## src/rtl/restoring_divider_ctrl_if.sv

```systemverilog
// restoring_divider_ctrl_if
//
// Groups the divider's request/result signals into one bundle. The operand
// producer uses the master modport and the divider uses the slave modport.
//
// Signals:
//   start        request pulse from the producer
//   dividend     numerator, only meaningful while start is high
//   divisor      denominator, only meaningful while start is high
//   busy         divider is iterating
//   done         one-cycle pulse, result fields are valid
//   quotient     result quotient, held until the next done
//   remainder    result remainder, held until the next done
//   div_by_zero  last completed request had a zero divisor
interface restoring_divider_ctrl_if #(
   parameter int SIZE = 4
);

   logic            start;
   logic [SIZE-1:0] dividend;
   logic [SIZE-1:0] divisor;
   logic            busy;
   logic            done;
   logic [SIZE-1:0] quotient;
   logic [SIZE-1:0] remainder;
   logic            div_by_zero;

   modport master (
      output start,
      output dividend,
      output divisor,
      input  busy,
      input  done,
      input  quotient,
      input  remainder,
      input  div_by_zero
   );

   modport slave (
      input  start,
      input  dividend,
      input  divisor,
      output busy,
      output done,
      output quotient,
      output remainder,
      output div_by_zero
   );

endinterface

```

## src/rtl/restoring_divider_ctrl.sv

```systemverilog
// restoring_divider_ctrl
//
// Multi-cycle unsigned restoring divider. One trial subtraction per clock is
// performed on a single shared param_subtractor, so a division takes SIZE busy
// cycles followed by one done cycle. A zero divisor skips the iteration and
// reports the saturated quotient with the dividend as remainder.
//
// Ports:
//   clk   system clock, all state changes on the rising edge
//   rst   synchronous active-high reset
//   bus   restoring_divider_ctrl_if slave: start/dividend/divisor in,
//         busy/done/quotient/remainder/div_by_zero out

// param_subtractor
//
// Plain unsigned WIDTH-bit subtractor a - b. borrow is set when b > a, in
// which case diff holds the two's-complement wrapped result.
//
// Ports:
//   a, b    operands
//   diff    a - b modulo 2**WIDTH
//   borrow  1 when a < b
module param_subtractor #(
   parameter int WIDTH = 5
) (
   input  logic [WIDTH-1:0] a,
   input  logic [WIDTH-1:0] b,
   output logic [WIDTH-1:0] diff,
   output logic             borrow
);

   // Extending both operands by one zero bit makes the carry-out of the
   // subtraction land in the top bit, which is exactly the borrow.
   assign {borrow, diff} = {1'b0, a} - {1'b0, b};

endmodule

module restoring_divider_ctrl #(
   parameter int SIZE = 4
) (
   input  logic                     clk,
   input  logic                     rst,
   restoring_divider_ctrl_if.slave  bus
);

   // Wide enough to hold the iteration count SIZE itself.
   localparam int CW = $clog2(SIZE + 1);

   typedef enum logic [1:0] {
      IDLE = 2'd0,
      BUSY = 2'd1,
      DONE = 2'd2
   } state_t;

   state_t          state;
   state_t          state_next;

   // dvd starts as the dividend and is gradually replaced by quotient bits
   // from the right; rem is the partial remainder; dsr is the latched divisor.
   logic [SIZE-1:0] dvd;
   logic [SIZE-1:0] dvd_next;
   logic [SIZE-1:0] dsr;
   logic [SIZE-1:0] dsr_next;
   logic [SIZE-1:0] rem;
   logic [SIZE-1:0] rem_next;
   logic [CW-1:0]   count;
   logic [CW-1:0]   count_next;

   logic [SIZE-1:0] quotient_q;
   logic [SIZE-1:0] quotient_next;
   logic [SIZE-1:0] remainder_q;
   logic [SIZE-1:0] remainder_next;
   logic            dbz_q;
   logic            dbz_next;

   logic [SIZE:0]   shifted;
   logic [SIZE:0]   sub_diff;
   logic            sub_borrow;

   // After a successful subtract the result is always below the divisor, so
   // the top bit of the difference carries no information.
   logic            diff_top_unused;

   assign shifted         = {rem, dvd[SIZE-1]};
   assign diff_top_unused = sub_diff[SIZE];

   // The single shared trial subtractor: shifted partial remainder minus the
   // zero-extended divisor.
   param_subtractor #(
      .WIDTH (SIZE + 1)
   ) u_sub (
      .a      (shifted),
      .b      ({1'b0, dsr}),
      .diff   (sub_diff),
      .borrow (sub_borrow)
   );

   // State and datapath registers. Reset clears everything and abandons any
   // division in flight, so no done follows a mid-operation reset.
   always_ff @(posedge clk) begin
      if (rst) begin
         state       <= IDLE;
         dvd         <= '0;
         dsr         <= '0;
         rem         <= '0;
         count       <= '0;
         quotient_q  <= '0;
         remainder_q <= '0;
         dbz_q       <= 1'b0;
      end else begin
         state       <= state_next;
         dvd         <= dvd_next;
         dsr         <= dsr_next;
         rem         <= rem_next;
         count       <= count_next;
         quotient_q  <= quotient_next;
         remainder_q <= remainder_next;
         dbz_q       <= dbz_next;
      end
   end

   // Next-state and next-datapath logic. IDLE and DONE share the request
   // acceptance path so a request held through DONE starts immediately,
   // giving one division every SIZE+1 cycles.
   always_comb begin
      state_next     = state;
      dvd_next       = dvd;
      dsr_next       = dsr;
      rem_next       = rem;
      count_next     = count;
      quotient_next  = quotient_q;
      remainder_next = remainder_q;
      dbz_next       = dbz_q;

      unique case (state)
         IDLE, DONE: begin
            if (bus.start) begin
               if (bus.divisor != '0) begin
                  dvd_next   = bus.dividend;
                  dsr_next   = bus.divisor;
                  rem_next   = '0;
                  count_next = CW'(SIZE);
                  state_next = BUSY;
               end else begin
                  quotient_next  = '1;
                  remainder_next = bus.dividend;
                  dbz_next       = 1'b1;
                  state_next     = DONE;
               end
            end else begin
               state_next = IDLE;
            end
         end

         BUSY: begin
            // No borrow: keep the difference and record a 1. Borrow: restore
            // the shifted remainder and record a 0.
            if (sub_borrow) begin
               rem_next = shifted[SIZE-1:0];
            end else begin
               rem_next = sub_diff[SIZE-1:0];
            end
            dvd_next   = {dvd[SIZE-2:0], ~sub_borrow};
            count_next = count - CW'(1);

            // Last iteration: publish the final quotient and remainder so
            // they are already valid in the done cycle.
            if (count == CW'(1)) begin
               quotient_next  = dvd_next;
               remainder_next = rem_next;
               dbz_next       = 1'b0;
               state_next     = DONE;
            end
         end

         default: begin
            state_next = IDLE;
         end
      endcase
   end

   assign bus.busy        = (state == BUSY);
   assign bus.done        = (state == DONE);
   assign bus.quotient    = quotient_q;
   assign bus.remainder   = remainder_q;
   assign bus.div_by_zero = dbz_q;

endmodule

```

## src/flat_wrapper.sv

```systemverilog
// flat-port wrapper written by rule: the top's interface ports become plain ports
module restoring_divider_ctrl_flat 
#(
   parameter int SIZE = 4
)
  (clk, rst, bus_start, bus_dividend, bus_divisor, bus_busy, bus_done, bus_quotient, bus_remainder, bus_div_by_zero);
  restoring_divider_ctrl_if #(.SIZE(SIZE)) bus_i ();
  input  logic clk;
  input  logic rst;
  input wire logic [$bits(bus_i.start)-1:0] bus_start;
  input wire logic [$bits(bus_i.dividend)-1:0] bus_dividend;
  input wire logic [$bits(bus_i.divisor)-1:0] bus_divisor;
  output wire logic [$bits(bus_i.busy)-1:0] bus_busy;
  output wire logic [$bits(bus_i.done)-1:0] bus_done;
  output wire logic [$bits(bus_i.quotient)-1:0] bus_quotient;
  output wire logic [$bits(bus_i.remainder)-1:0] bus_remainder;
  output wire logic [$bits(bus_i.div_by_zero)-1:0] bus_div_by_zero;
  assign bus_i.start = bus_start;
  assign bus_i.dividend = bus_dividend;
  assign bus_i.divisor = bus_divisor;
  assign bus_busy = bus_i.busy;
  assign bus_done = bus_i.done;
  assign bus_quotient = bus_i.quotient;
  assign bus_remainder = bus_i.remainder;
  assign bus_div_by_zero = bus_i.div_by_zero;
  restoring_divider_ctrl #(.SIZE(SIZE)) u_core (.clk(clk), .rst(rst), .bus(bus_i));
endmodule
```

## config.mk

```make
export PLATFORM = sky130hd
export DESIGN_NAME = restoring_divider_ctrl_flat
export DESIGN_NICKNAME = d
export VERILOG_FILES = /design/src/rtl/restoring_divider_ctrl_if.sv /design/src/rtl/restoring_divider_ctrl.sv /design/src/flat_wrapper.sv
export SDC_FILE = /design/constraint.sdc
export NUM_CORES = 1
export LEC_CHECK = 0
export CORE_UTILIZATION = 47
export CTS_BUF_LIST = sky130_fd_sc_hd__clkbuf_8 sky130_fd_sc_hd__clkbuf_16
export CTS_CLUSTER_SIZE = 25
export DETAILED_ROUTE_END_ITERATION = 10
export PLACE_DENSITY = 0.74
export SYNTH_ARGS = -nofsm -noshare
export SYNTH_HDL_FRONTEND = slang
export SYNTH_SLANG_ARGS = --single-unit
```

## constraint.sdc

```tcl
create_clock -name clk -period 1.6 [get_ports clk]
set_input_delay 0.16 -clock clk [delete_from_list [all_inputs] [get_ports clk]]
set_output_delay 0.16 -clock clk [all_outputs]
set_load 0.01 [all_outputs]
```

* Word-level counts from Yosys, hierarchy flattened
Cells that the tools add are included.
** Cells by class
- $add $sub $neg :: 2
- Eq/ne operators :: 7
- Muxes and demuxes :: 26
- Bitwise logic cells :: 1
- Reductions and logical operators :: 7
** Operators by type and width (number)
- $mux 4 :: 11
- $pmux 4 s2 :: 4
- $mux 2 :: 3
- $mux 3 :: 2
- $pmux 3 s2 :: 1
- $reduce_and 3->1 :: 2
- $sub 5x4->6 :: 1
- $ne 2x1->1 const B :: 2
- $ne 2x2->1 const B :: 2
- $pmux 2 s2 :: 1
- $reduce_and 4->1 :: 1
- $reduce_bool 4->1 :: 1
- $eq 3x1->1 const B :: 1
- $mux 1 :: 3
- $sub 3x1->3 const B :: 1
- $eq 2x1->1 const B :: 1
- $eq 2x2->1 const B :: 1
- $logic_not 2->1 :: 1
- $pmux 1 s2 :: 1
- $reduce_bool 2->1 :: 1
- $reduce_or 2->1 :: 1
- $not 1->1 :: 1
** Word-level totals
- Register bits after elaboration :: 26
- Bits of input ports :: 11
- Output and inout port bits :: 11
- Logic and storage cells :: 51

* Longest topological paths before layout
- Depth after elaboration :: 4
- Gate-level depth with buffers :: 8
- Gate-level depth less buffers :: 8

* By module
Synthesis repeated with hierarchy kept, for this count alone.
** Second synthesis, totals
- Cell total of the unflattened synthesis :: 165
- Area total of the unflattened synthesis :: 1420.1 um^2
** Modules (own cells, without submodules)
- restoring_divider_ctrl :: times used 1, cells an instance 136, area each 1213.7 um^2, sequential area each 520.5 um^2
- param_subtractor :: times used 1, cells an instance 29, area each 206.4 um^2, sequential area each 0.0 um^2

* Least setup slack after synthesis
OpenSTA, ideal clock, no wires.
- Kind :: reg2reg
- Start point :: reg u_core.dsr[1]
- End point :: reg u_core.remainder_q[3], in the netlist u_core.bus.remainder[3]
- Library setup time :: 137 ps
- Arrival :: 1527 ps
- Required time :: 1463 ps
- Setup slack :: -64 ps
- Cell stages (with the launch flop) :: 8
- Buffers on the path :: 0
- Period minus slack after synthesis :: 1664 ps
- Cells stage by stage :: dfxtp_1 inv_1 ha_1 nor2b_1 o21ai_1 or4b_1 o2111ai_1 a311oi_2
** On the way
- Word-level cells in the longest chain between the ends :: 4
** RTL lines
- start: declaration :: RTL line restoring_divider_ctrl.sv:62 : logic [SIZE-1:0] dsr;
- start signal: assignment :: RTL line restoring_divider_ctrl.sv:113 : dsr <= dsr_next;
- $sub 5x4->6 :: RTL line restoring_divider_ctrl.sv:34 : assign {borrow, diff} = {1'b0, a} - {1'b0, b};
- $mux 4 :: RTL line restoring_divider_ctrl.sv:158 : if (sub_borrow) begin
- $mux 4 :: RTL line restoring_divider_ctrl.sv:168 : if (count == CW'(1)) begin
- $pmux 4 s2 :: RTL line restoring_divider_ctrl.sv:135 : unique case (state)
- end signal: assignment :: RTL line restoring_divider_ctrl.sv:117 : remainder_q <= remainder_next;
- end: declaration :: RTL line restoring_divider_ctrl.sv:71 : logic [SIZE-1:0] remainder_q;
No other way between the ends. The select of a mux whose other input is x is not followed.
A chain may end at the register's enable or synchronous reset.

* Worst setup path after layout
- Start point :: reg u_core.dsr[1]
- End point :: reg u_core.remainder_q[2], in the netlist u_core.bus.remainder[2]
The elaborated chain is that of the path after synthesis.

==> results.ini <==
[critical_path]
r2r_end = u_core.bus.remainder[2]
critPathCapture = u_core.bus.remainder[2]
timing.rr.start = u_core.dsr[1]
required_ns = 1.79
r2r_slack_ns = -0.05
cp-start-kind = flip-flop
crit_fanout = 3
cp.arrival_ns = 1.84
critPathKind = flip-flop to flip-flop
end_kind = flip-flop
worstRegToRegCells = 7
crit_start = u_core.dsr[1]

[timing]
grt_setup_unrepaired = true
fin_crit_ns = 1.65
max_slew_margin_pct = 70.0
tightest_slew_ns = 0.449
max_freq_mhz = 606
period_share_pct = 103
slew_viol_final = 0
setup_slack_ns = -0.0498
setup_viol = 4
clock_skew_ns = 0.00449
finalHoldViolations = 0

[place]
place.gp.congestion = 0.822
io_buffers = 21
place_area_mm2 = 0.00169
dpl_worst_slack_ns = -0.168
hpwl_mm = 2.16

[finish]
fin_area_mm2 = 0.00188
antenna_cells = 0
fill_cells = 230
drive_above_1_share_pct = 38.1
syn2layout_area_growth_pct = 36.6
finalNetCount = 195

[power_and_ir_drop]
powerDensity_mw_per_mm2 = 1000
ir_drop_mv = 0.806
p_leak_uw = 0.000706

[job]
maxCapViolCount = 0

[global_routing]
antenna_found_initial = 0
grt_overflow = 0
track_usage_pct = 19.8
grt_pass1_wl_mm = 4.90
grt_pass1_vias = 1115
grt_max_degree = 27

[synth]
synth_fp_nets = 160
synth.distinct_cells = 40
ys_warn_count = 0
syn_inst = 142
syn_area_per_cell_um2 = 9.67
yosysTopAreaCellShare_pct = 37.9
synthArstFlopShare_pct = 0
ys_seq_area_share_pct = 37.9
syn_area_mm2 = 0.00137
ys_top_cells_by_area = dfxtp_1 38%, nor2_1 6.6%, mux2i_1 5.8%, ha_1 5.5%, a311oi_2 4.4%
synth_flop_cell = dfxtp_1
synth_edf_count = 0
ys_ff_latch = 26
synth_top_area_cell = dfxtp_1

[routing]
wl_per_cell_um = 13.9
viasPerCell = 5.46
route.detailed.drc = 0
drtIter0Drc = 16
ant_nets = 0
totalWireLength_mm = 2.87
vias = 1130
drt_pre_antenna_iters = 4

[die]
io_pins = 22
dieArea_mm2 = 0.00314
floorplan.initialDensity_pct = 49.8
rows = 19
core-area_mm2 = 0.00276
die_y_um = 56.1
dieWidth_um = 56.1

[clocking]
cts_tree = built
htreeDepth = 1
cts_buffers = 3
clockBufferDepth = 2
cts.clk_slew.worst_paths_ns = 0.09
clkLatencyLatePin_ns = 0.27
clock_sinks = 26
cts_root_buf = clkbuf_8

[run_status]
violations = negative setup slack
status = finished, violations left

[worst_hold_path]
holdCritStartpoint = u_core.rem[1]
hp-class = flip-flop to flip-flop

## critical path, stage by stage, from the launching register on
cell and delay, ns:
dfxtp_2 0.34, inv_2 0.05, ha_4 0.20, nor2b_4 0.14, o31a_1 0.28, o21ai_1 0.14, o211ai_1 0.16, a311oi_2 0.27
## placed cells by master (no fill, tap or decap), types with 3 or more instances in the layout
cell type and n:
a311oi_2 4, mux2i_1 8, buf_4 15, nor2_2 3
nor2_1 23, clkdlybuf4s50_1 21, ha_4 4, nor3_2 5
a21oi_1 6, inv_1 5, dfxtp_1 18, a211oi_1 4
clkbuf_8 3, nand2_1 11, dfxtp_2 8
## through the flow
stage               power [uW]  util [%]  TNS [ns]  std cells  hold WS (ns)
floorplan                 1090         -  -0.00403        142         0.307
global placement          1250      61.4     -1.37        202         0.455
detailed placement        1270      61.4     -2.15        202         0.481
CTS                       1850      66.2    -0.387        207         0.495
global route              1970      68.1    -0.683        207         0.517
finish                    1880      68.1    -0.108        207         0.496
## kinds of logic (layout without fill, tap and decap cells)
family,count (synthesis),after routing,synth area share [%]
simple gates,57,57,24.4
buf+inv,15,49,7.10
mux,8,8,5.83
xor+xnor,2,2,1.28
compound gates,27,27,16.6
fa+ha+maj,7,7,6.92
flops,26,26,37.9
## where the power goes
group,internal (uW),switching [uW]
Sequential,708,43.4
Clock,335,215
Combinational,299,283
Total,1340,542
## metal layers
metal | share of wire (%) | vias to the layer above | global-route usage [%] | wire [um]
li1 | - | 559 | - | -
met1 | 45 | 532 | 24.2 | 1280
met2 | 50 | 27 | 33.8 | 1430
met3 | 2.6 | 12 | 3.26 | 75
met4 | 3.0 | 0 | 9.06 | 85
met5 | 0 | - | 0 | 0
## flip-flops by register name, summed over array words and instances (netlist names)
register	cells
u_core.bus.div_by_zero	1
u_core.state	2
u_core.bus.quotient	4
u_core.dsr	4
u_core.count	3
u_core.rem	4
u_core.bus.remainder	4
u_core.dvd	4
## cell usage after synthesis (2+ instances only)
master	n
nor2_2	3
dfxtp_1	26
nor2b_1	3
mux2i_1	8
o211ai_1	2
nor2_1	24
or2_2	2
ha_1	6
o21ai_1	3
nand2_1	12
nor3_2	5
a21oi_1	6
xnor2_1	2
a311oi_2	4
a211oi_1	4
inv_1	7
clkbuf_1	2
## layout make-up
class                      instances  area [um2]  area share, %
clock buffer                       3        41.3           2.20
clock inverter                     1        30.0           1.60
inverter                           8        35.0           1.87
multi-input combinational        101         867           46.2
sequential                        26         531           28.3
tap                               31        38.8           2.07
timing repair buffer              37         334           17.8
## worst min path at each step
| stage | endpoint | slack, ns | cells past startpoint |
|---|---|---|---|
| floorplan | u_core.dsr[1] | 0.31 | 2 |
| global placement | u_core.rem[3] | 0.46 | 2 |
| detailed placement | u_core.rem[3] | 0.48 | 2 |
| CTS | u_core.rem[3] | 0.50 | 2 |
| global route | u_core.rem[1] | 0.52 | 2 |
| finish | u_core.rem[1] | 0.50 | 2 |
## timing repair
item	CTS	global route
resized for setup	10	13
endpoints found under the setup margin	11	10
setup buffers	1	1
pin swaps	7	11
hold buffers	0	0
Power figures use the tool's default switching activity.
